--- src/rtl/rx_adc_capture_sched.sv ---
// ---------------------------------------------------------------------------
// rx_adc_capture_sched
//   Captures frames of 14 ADC lane words into a write-only capture memory.
//   On each frame_valid pulse received while ARMED, all lane words and the
//   lane-enable mask are copied into shadow registers. The enabled lanes are
//   then written in ascending lane order to consecutive memory addresses,
//   with mem_ready back-pressure. A frame that arrives while the previous
//   frame is still being written is dropped, and the overflow flag is set.
//
// Ports
//   rx_adc_mem_clk       clock; all logic uses the rising edge
//   RX_ADC_RST_ACTHIGH   synchronous active-high reset
//   lane_data_flat       14 lane words; lane k at [k*DATA_W +: DATA_W]
//   frame_valid          one-cycle frame strobe
//   lane_en              lane-select mask, bit k enables lane k
//   arm / abort          start / stop capture pulses (abort wins)
//   frame_limit          frames per capture, 0 = continuous
//   mem_ready            memory accepts the write this cycle
//   mem_we/addr/wdata    memory write port
//   busy / done          status (ARMED|WRITE / DONE)
//   overflow             sticky dropped-frame flag
//   frames_captured      completed-frame count, saturating
// ---------------------------------------------------------------------------
module rx_adc_capture_sched #(
  parameter int ADDR_W = 10,
  parameter int DATA_W = 128
) (
  input  logic                 rx_adc_mem_clk,
  input  logic                 RX_ADC_RST_ACTHIGH,
  input  logic [14*DATA_W-1:0] lane_data_flat,
  input  logic                 frame_valid,
  input  logic [13:0]          lane_en,
  input  logic                 arm,
  input  logic                 abort,
  input  logic [15:0]          frame_limit,
  input  logic                 mem_ready,
  output logic                 mem_we,
  output logic [ADDR_W-1:0]    mem_addr,
  output logic [DATA_W-1:0]    mem_wdata,
  output logic                 busy,
  output logic                 done,
  output logic                 overflow,
  output logic [15:0]          frames_captured
);

  localparam int NLANES = 14;

  typedef enum logic [1:0] {
    ST_IDLE  = 2'd0,
    ST_ARMED = 2'd1,
    ST_WRITE = 2'd2,
    ST_DONE  = 2'd3
  } state_t;

  state_t              state_q, state_d;
  logic [3:0]          lane_q, lane_d;
  logic [13:0]         shadow_en_q, shadow_en_d;
  logic [DATA_W-1:0]   shadow_q [NLANES];
  logic [ADDR_W-1:0]   addr_q, addr_d;
  logic [15:0]         frames_q, frames_d;
  logic                ovf_q, ovf_d;
  logic                latch_s;
  logic [4:0]          first_s;
  logic [4:0]          next_s;
  logic [15:0]         frames_inc_s;

  // Lowest set mask bit at or above 'from'; bit 4 of the result flags "found".
  function automatic logic [4:0] lowest_lane_from(input logic [13:0] mask,
                                                  input logic [4:0]  from);
    logic [4:0] r;
    r = 5'd0;
    for (int k = NLANES - 1; k >= 0; k--) begin
      if (mask[k] && (5'(k) >= from)) begin
        r = {1'b1, 4'(k)};
      end else begin
        r = r;
      end
    end
    return r;
  endfunction

  assign first_s      = lowest_lane_from(lane_en, 5'd0);
  assign next_s       = lowest_lane_from(shadow_en_q, {1'b0, lane_q} + 5'd1);
  assign frames_inc_s = (frames_q == 16'hFFFF) ? frames_q : frames_q + 16'd1;

  // Next-state and datapath update decisions.
  always_comb begin
    state_d     = state_q;
    lane_d      = lane_q;
    shadow_en_d = shadow_en_q;
    addr_d      = addr_q;
    frames_d    = frames_q;
    ovf_d       = ovf_q;
    latch_s     = 1'b0;
    if (abort) begin
      // Counters, address and overflow deliberately survive an abort.
      state_d = ST_IDLE;
    end else begin
      case (state_q)
        ST_IDLE, ST_DONE: begin
          if (arm && (lane_en != 14'd0)) begin
            state_d  = ST_ARMED;
            addr_d   = '0;
            frames_d = 16'd0;
            ovf_d    = 1'b0;
          end else begin
            state_d = state_q;
          end
        end
        ST_ARMED: begin
          // A frame with no enabled lanes has nothing to write and is skipped.
          if (frame_valid && first_s[4]) begin
            state_d     = ST_WRITE;
            latch_s     = 1'b1;
            shadow_en_d = lane_en;
            lane_d      = first_s[3:0];
          end else begin
            state_d = ST_ARMED;
          end
        end
        ST_WRITE: begin
          if (frame_valid) begin
            ovf_d = 1'b1;
          end else begin
            ovf_d = ovf_q;
          end
          if (mem_ready) begin
            addr_d = addr_q + ADDR_W'(1);
            if (next_s[4]) begin
              lane_d = next_s[3:0];
            end else begin
              frames_d = frames_inc_s;
              if ((frame_limit != 16'd0) && (frames_inc_s == frame_limit)) begin
                state_d = ST_DONE;
              end else begin
                state_d = ST_ARMED;
              end
            end
          end else begin
            state_d = ST_WRITE;
          end
        end
        default: begin
          state_d = ST_IDLE;
        end
      endcase
    end
  end

  // Control and counter registers.
  always_ff @(posedge rx_adc_mem_clk) begin
    if (RX_ADC_RST_ACTHIGH) begin
      state_q     <= ST_IDLE;
      lane_q      <= 4'd0;
      shadow_en_q <= 14'd0;
      addr_q      <= '0;
      frames_q    <= 16'd0;
      ovf_q       <= 1'b0;
    end else begin
      state_q     <= state_d;
      lane_q      <= lane_d;
      shadow_en_q <= shadow_en_d;
      addr_q      <= addr_d;
      frames_q    <= frames_d;
      ovf_q       <= ovf_d;
    end
  end

  // Shadow copy of all lane words, taken when a frame is accepted.
  always_ff @(posedge rx_adc_mem_clk) begin
    if (RX_ADC_RST_ACTHIGH) begin
      for (int k = 0; k < NLANES; k++) begin
        shadow_q[k] <= '0;
      end
    end else if (latch_s) begin
      for (int k = 0; k < NLANES; k++) begin
        shadow_q[k] <= lane_data_flat[k*DATA_W +: DATA_W];
      end
    end else begin
      for (int k = 0; k < NLANES; k++) begin
        shadow_q[k] <= shadow_q[k];
      end
    end
  end

  // Outputs are decoded directly from registered state.
  assign mem_we          = (state_q == ST_WRITE);
  assign mem_addr        = addr_q;
  assign mem_wdata       = shadow_q[lane_q];
  assign busy            = (state_q == ST_ARMED) || (state_q == ST_WRITE);
  assign done            = (state_q == ST_DONE);
  assign overflow        = ovf_q;
  assign frames_captured = frames_q;

endmodule

--- config.mk ---
export PLATFORM = sky130hd
export DESIGN_NAME = rx_adc_capture_sched
export DESIGN_NICKNAME = d
export VERILOG_FILES = /design/src/rtl/rx_adc_capture_sched.sv
export SDC_FILE = /design/constraint.sdc
export NUM_CORES = 2
export LEC_CHECK = 0
export CAP_MARGIN = 20
export CORE_AREA = 5 5 766 768
export DETAILED_ROUTE_END_ITERATION = 10
export DIE_AREA = 0 0 771 773
export GPL_ROUTABILITY_DRIVEN = 0
export SYNTH_ARGS = -nofsm -noshare
export SYNTH_HDL_FRONTEND = slang
export SYNTH_SLANG_ARGS = --single-unit
--- constraint.sdc ---
create_clock -name rx_adc_mem_clk -period 59.7 [get_ports rx_adc_mem_clk]
set_input_delay 5.97 -clock rx_adc_mem_clk [delete_from_list [all_inputs] [get_ports rx_adc_mem_clk]]
set_output_delay 5.97 -clock rx_adc_mem_clk [all_outputs]
set_load 0.05 [all_outputs]
==> metrics.md <==
| Metric | Value |
|---|---|
| Via count of the first global-routing pass | `56,600` |
| Die span in x | `771 um` |
| Actual slew at the worst max-slew pin | `1.35 ns` |
| Final hold vios | `0` |
| Leakage power | `39.2 nW` |
| # resized after CTS | `0` |
| Antenna violations before repair | `240` |
| DIE HEIGHT | `773 um` |
| Relative max-transition margin | `0.0969` |
| Min-Delay Path Class | `reg -> reg` |
| H-tree level count | `4` |
| Count of different cell masters after synthesis | `78` |
| Share of cells above drive strength 1 | `0.142` |
| Max Transition Viols Final | `0` |
| Total negative slack | `0 ns` |
| Port Buf Inserts | `1,985` |
| Required @ worst endpoint | `53.73 ns` |
| # hold bufs at CTS | `0` |
| Cell with the largest stage delay on the worst path | `clkdlybuf4s50_1` |
| Final routed wire length divided by cell count | `28.0 um` |
| Cell area power density | `27.3 mW/mm^2` |
| CP Data Arrival Time | `6.34 ns` |
| Clock slew at the register clock pins of the worst setup and hold paths | `0.06 ns` |
| Buffer and inverter count on the worst path | `5` |
| Antenna-violating nets left | `0` |
| Period utilisation layout | `0.206` |
| Placed Cells | `14,600` |
| Number of nets produced by synthesis | `7,055` |
| Via count | `55,700` |
| Effective utilization at floorplan | `0.137` |
| Element type at the critical path start | `flop` |
| Total setup buffers inserted after CTS | `0` |
| Avg Vias per Cell | `3.69` |
| Upper clock frequency limit | `0.0812 GHz` |
| Overall global routing resource usage | `0.135` |
| Root buf cell | `clkbuf_16` |
| Row cnt | `280` |
| Portion of the post-synthesis area used by sequential elements | `0.625` |
| Maximum number of pins on one net before global-route repair | `252` |
| Largest stage delay on the critical path | `0.90 ns` |
| Detailed Place HPWL | `341 mm` |
| Number of enable flip-flop cells after synthesis | `1,280` |
| Cell area after placement | `0.108 mm^2` |
| Signed area change from the synthesized netlist to the final layout | `45.4%` |
| Category of the critical setup timing path | `reg -> out` |
| Place WS | `46.82 ns` |
| Result of the run | `finished, final reports clean` |
| Async set or reset register ratio after synthesis | `0` |
| Cell-by-cell trace of the critical path | `buf_4, buf_4, buf_4, buf_4, mux4_2, mux4_2, clkdlybuf4s50_1` |
| Setup repair after global routing missed its margin | `no` |
| Share of Yosys cell area claimed by the top area cell type | `0.483` |
| Number of I/O pins | `1,986` |
| Total setup violations reported at the end of the flow | `0` |
| Clock tree from TritonCTS | `done` |
| Cell types occupying the most area after synthesis | `edfxtp_1 (48%), dfxtp_1 (14%), mux4_2 (13%)` |
| Crit path top cell by count | `buf_4` |
| Post-synth top area cell | `edfxtp_1` |
| Number of cells produced by synthesis | `5,219` |
| Number of buffers created by CTS | `215` |
| Fill cell count | `62,300` |
| Post-route insts no fill | `15,100` |
| Final global-route overflow total | `0` |
| Primary FF master, synth | `edfxtp_1` |
| Count of nets after finishing | `8,932` |
| Largest fanout on the critical path | `44` |
| Largest vdd supply drop | `0.0000215 V` |
| Drt first pass iters | `6` |
| Final instance area | `0.116 mm^2` |
| Maximum count of clock buffers along a single path | `4` |
| Die ar. | `0.596 mm^2` |
| Residual DRC count | `0` |
| Post-layout power | `0.00316 W` |
| Minimum setup slack in the final design | `47.39 ns` |
| Post-Syn Area | `0.0795 mm^2` |
| First-pass GRT wire length | `545 mm` |
| Syn avg cell area | `15.2 um^2` |
| Core ar. | `0.579 mm^2` |
| DRT Wirelength | `423 mm` |
| Initial drt markers | `5,089` |
| Worst-Skew Late Latency | `0.92 ns` |
| Most frequent standard cell in the layout excluding fill and tap cells | `clkdlybuf4s50_1` |
| Commonest cells after routing, fill and taps aside | `clkdlybuf4s50_1 (1,985), and2_1 (1,284), edfxtp_1 (1,280), dfxtp_1 (559), a22o_1 (524)` |
| Post-layout min period | `12.31 ns` |
| MaxCap Viol Count | `0` |
| Clock sink total | `1,843` |
| Maximum clock skew at final layout | `0.0748 ns` |
| Synth Register Bits | `1,843` |
| Kind of cell adding the most delay to the critical path | `buffers and inverters` |
| Number of warnings printed during yosys synthesis | `0` |
| Kind of end point of the critical path | `primary output` |
==> layer usage <==
metal	vias up	part of all wire	track usage
met5	-	0.0011	0
met4	70	0.034	0.0429
met3	620	0.11	0.0489
met2	2910	0.43	0.205
met1	28300	0.43	0.178
li1	23800	-	-
==> worst paths after layout <==
path	startpoint	end	slack (ns)	depth (start not counted)
setup / recovery	flop	mem_wdata[41]	47.39	7
hold / removal	shadow_q[10][95]$_SDFFE_PP0P_	shadow_q[10][95]$_SDFFE_PP0P_	0.47	1
setup reg to reg	state_q[1]$_SDFFE_PP0P_	shadow_q[5][51]$_SDFFCE_PN0P_	53.38	12
hold reg to reg	shadow_q[10][95]$_SDFFE_PP0P_	shadow_q[10][95]$_SDFFE_PP0P_	0.47	1
==> cell usage after synthesis, drive strengths merged, types with 12 or more instances <==
| cell type | number |
|---|---|
| and2 | 1284 |
| edfxtp | 1280 |
| dfxtp | 563 |
| a22o | 524 |
| mux4 | 474 |
| clkbuf | 307 |
| buf | 115 |
| mux2 | 111 |
| nand2 | 73 |
| o21ai | 70 |
| nor2 | 52 |
| a21oi | 48 |
| mux2i | 41 |
| a211oi | 29 |
| nand3 | 21 |
| nor2b | 21 |
| o211ai | 21 |
| xor2 | 18 |
| inv | 17 |
| nor3 | 13 |
| nand4 | 12 |
==> flip-flops by register name, indices dropped and copies added, names as in the netlist, named ones only <==
register / cells
shadow_en_q: 14
mem_addr: 10
overflow: 1
lane_q: 4
frames_captured: 16
shadow_q: 1792
state_q: 2
==> per-stage QoR <==
step / utilization / hold WS, ns
after global routing: 0.199 / 0.484
after global placement: 0.187 / 0.455
after detailed placement: 0.187 / 0.458
after floorplan: - / 0.441
after CTS: 0.199 / 0.475
final: 0.200 / 0.469
==> worst reg2reg max path: stages (launching register included) <==
cell	delay [ns]
dfxtp_1	0.35
inv_1	0.11
ha_1	0.21
nand3_1	0.16
nor2_1	0.22
nor2_4	0.04
buf_4	0.32
inv_8	0.49
buf_4	0.92
buf_4	0.81
buf_4	0.61
buf_4	0.67
buf_4	0.95
==> cell type report <==
| cell class | instances | area, um^2 | area share |
|---|---|---|---|
| flip-flops and latches | 1843 | 49700 | 0.430 |
| multi-input cells | 2937 | 28100 | 0.243 |
| repair buffers | 2082 | 20800 | 0.180 |
| well taps | 7755 | 9700 | 0.0839 |
| clock buffers | 302 | 6140 | 0.0531 |
| clock inverters | 92 | 883 | 0.00764 |
| diodes | 83 | 208 | 0.00180 |
| inverters | 17 | 71.3 | 0.000617 |
==> power breakdown <==
part | switching, W | internal, W | total, W | leakage, nW
Combinational | 0.000205 | 0.000186 | 0.000391 | 18.0
Clock | 0.000569 | 0.000763 | 0.00133 | 3.46
Sequential | 0.0000225 | 0.00141 | 0.00143 | 17.8
==> kinds of logic (layout without fill, tap and decap cells) <==
group / Yosys count / in the layout / share of synthesized area
DFF: 1843 / 1843 / 0.625
muxes: 626 / 626 / 0.155
and+or+nand+nor: 1519 / 1519 / 0.116
xor gates and xnor gates: 29 / 29 / 0.00319
buffers and inverters: 439 / 2493 / 0.0220
AOI/OAI and AO/OA: 755 / 755 / 0.0771
other: 0 / 83 / 0
adders and majority gates: 8 / 8 / 0.00126
Power figures use the tool's default switching activity.
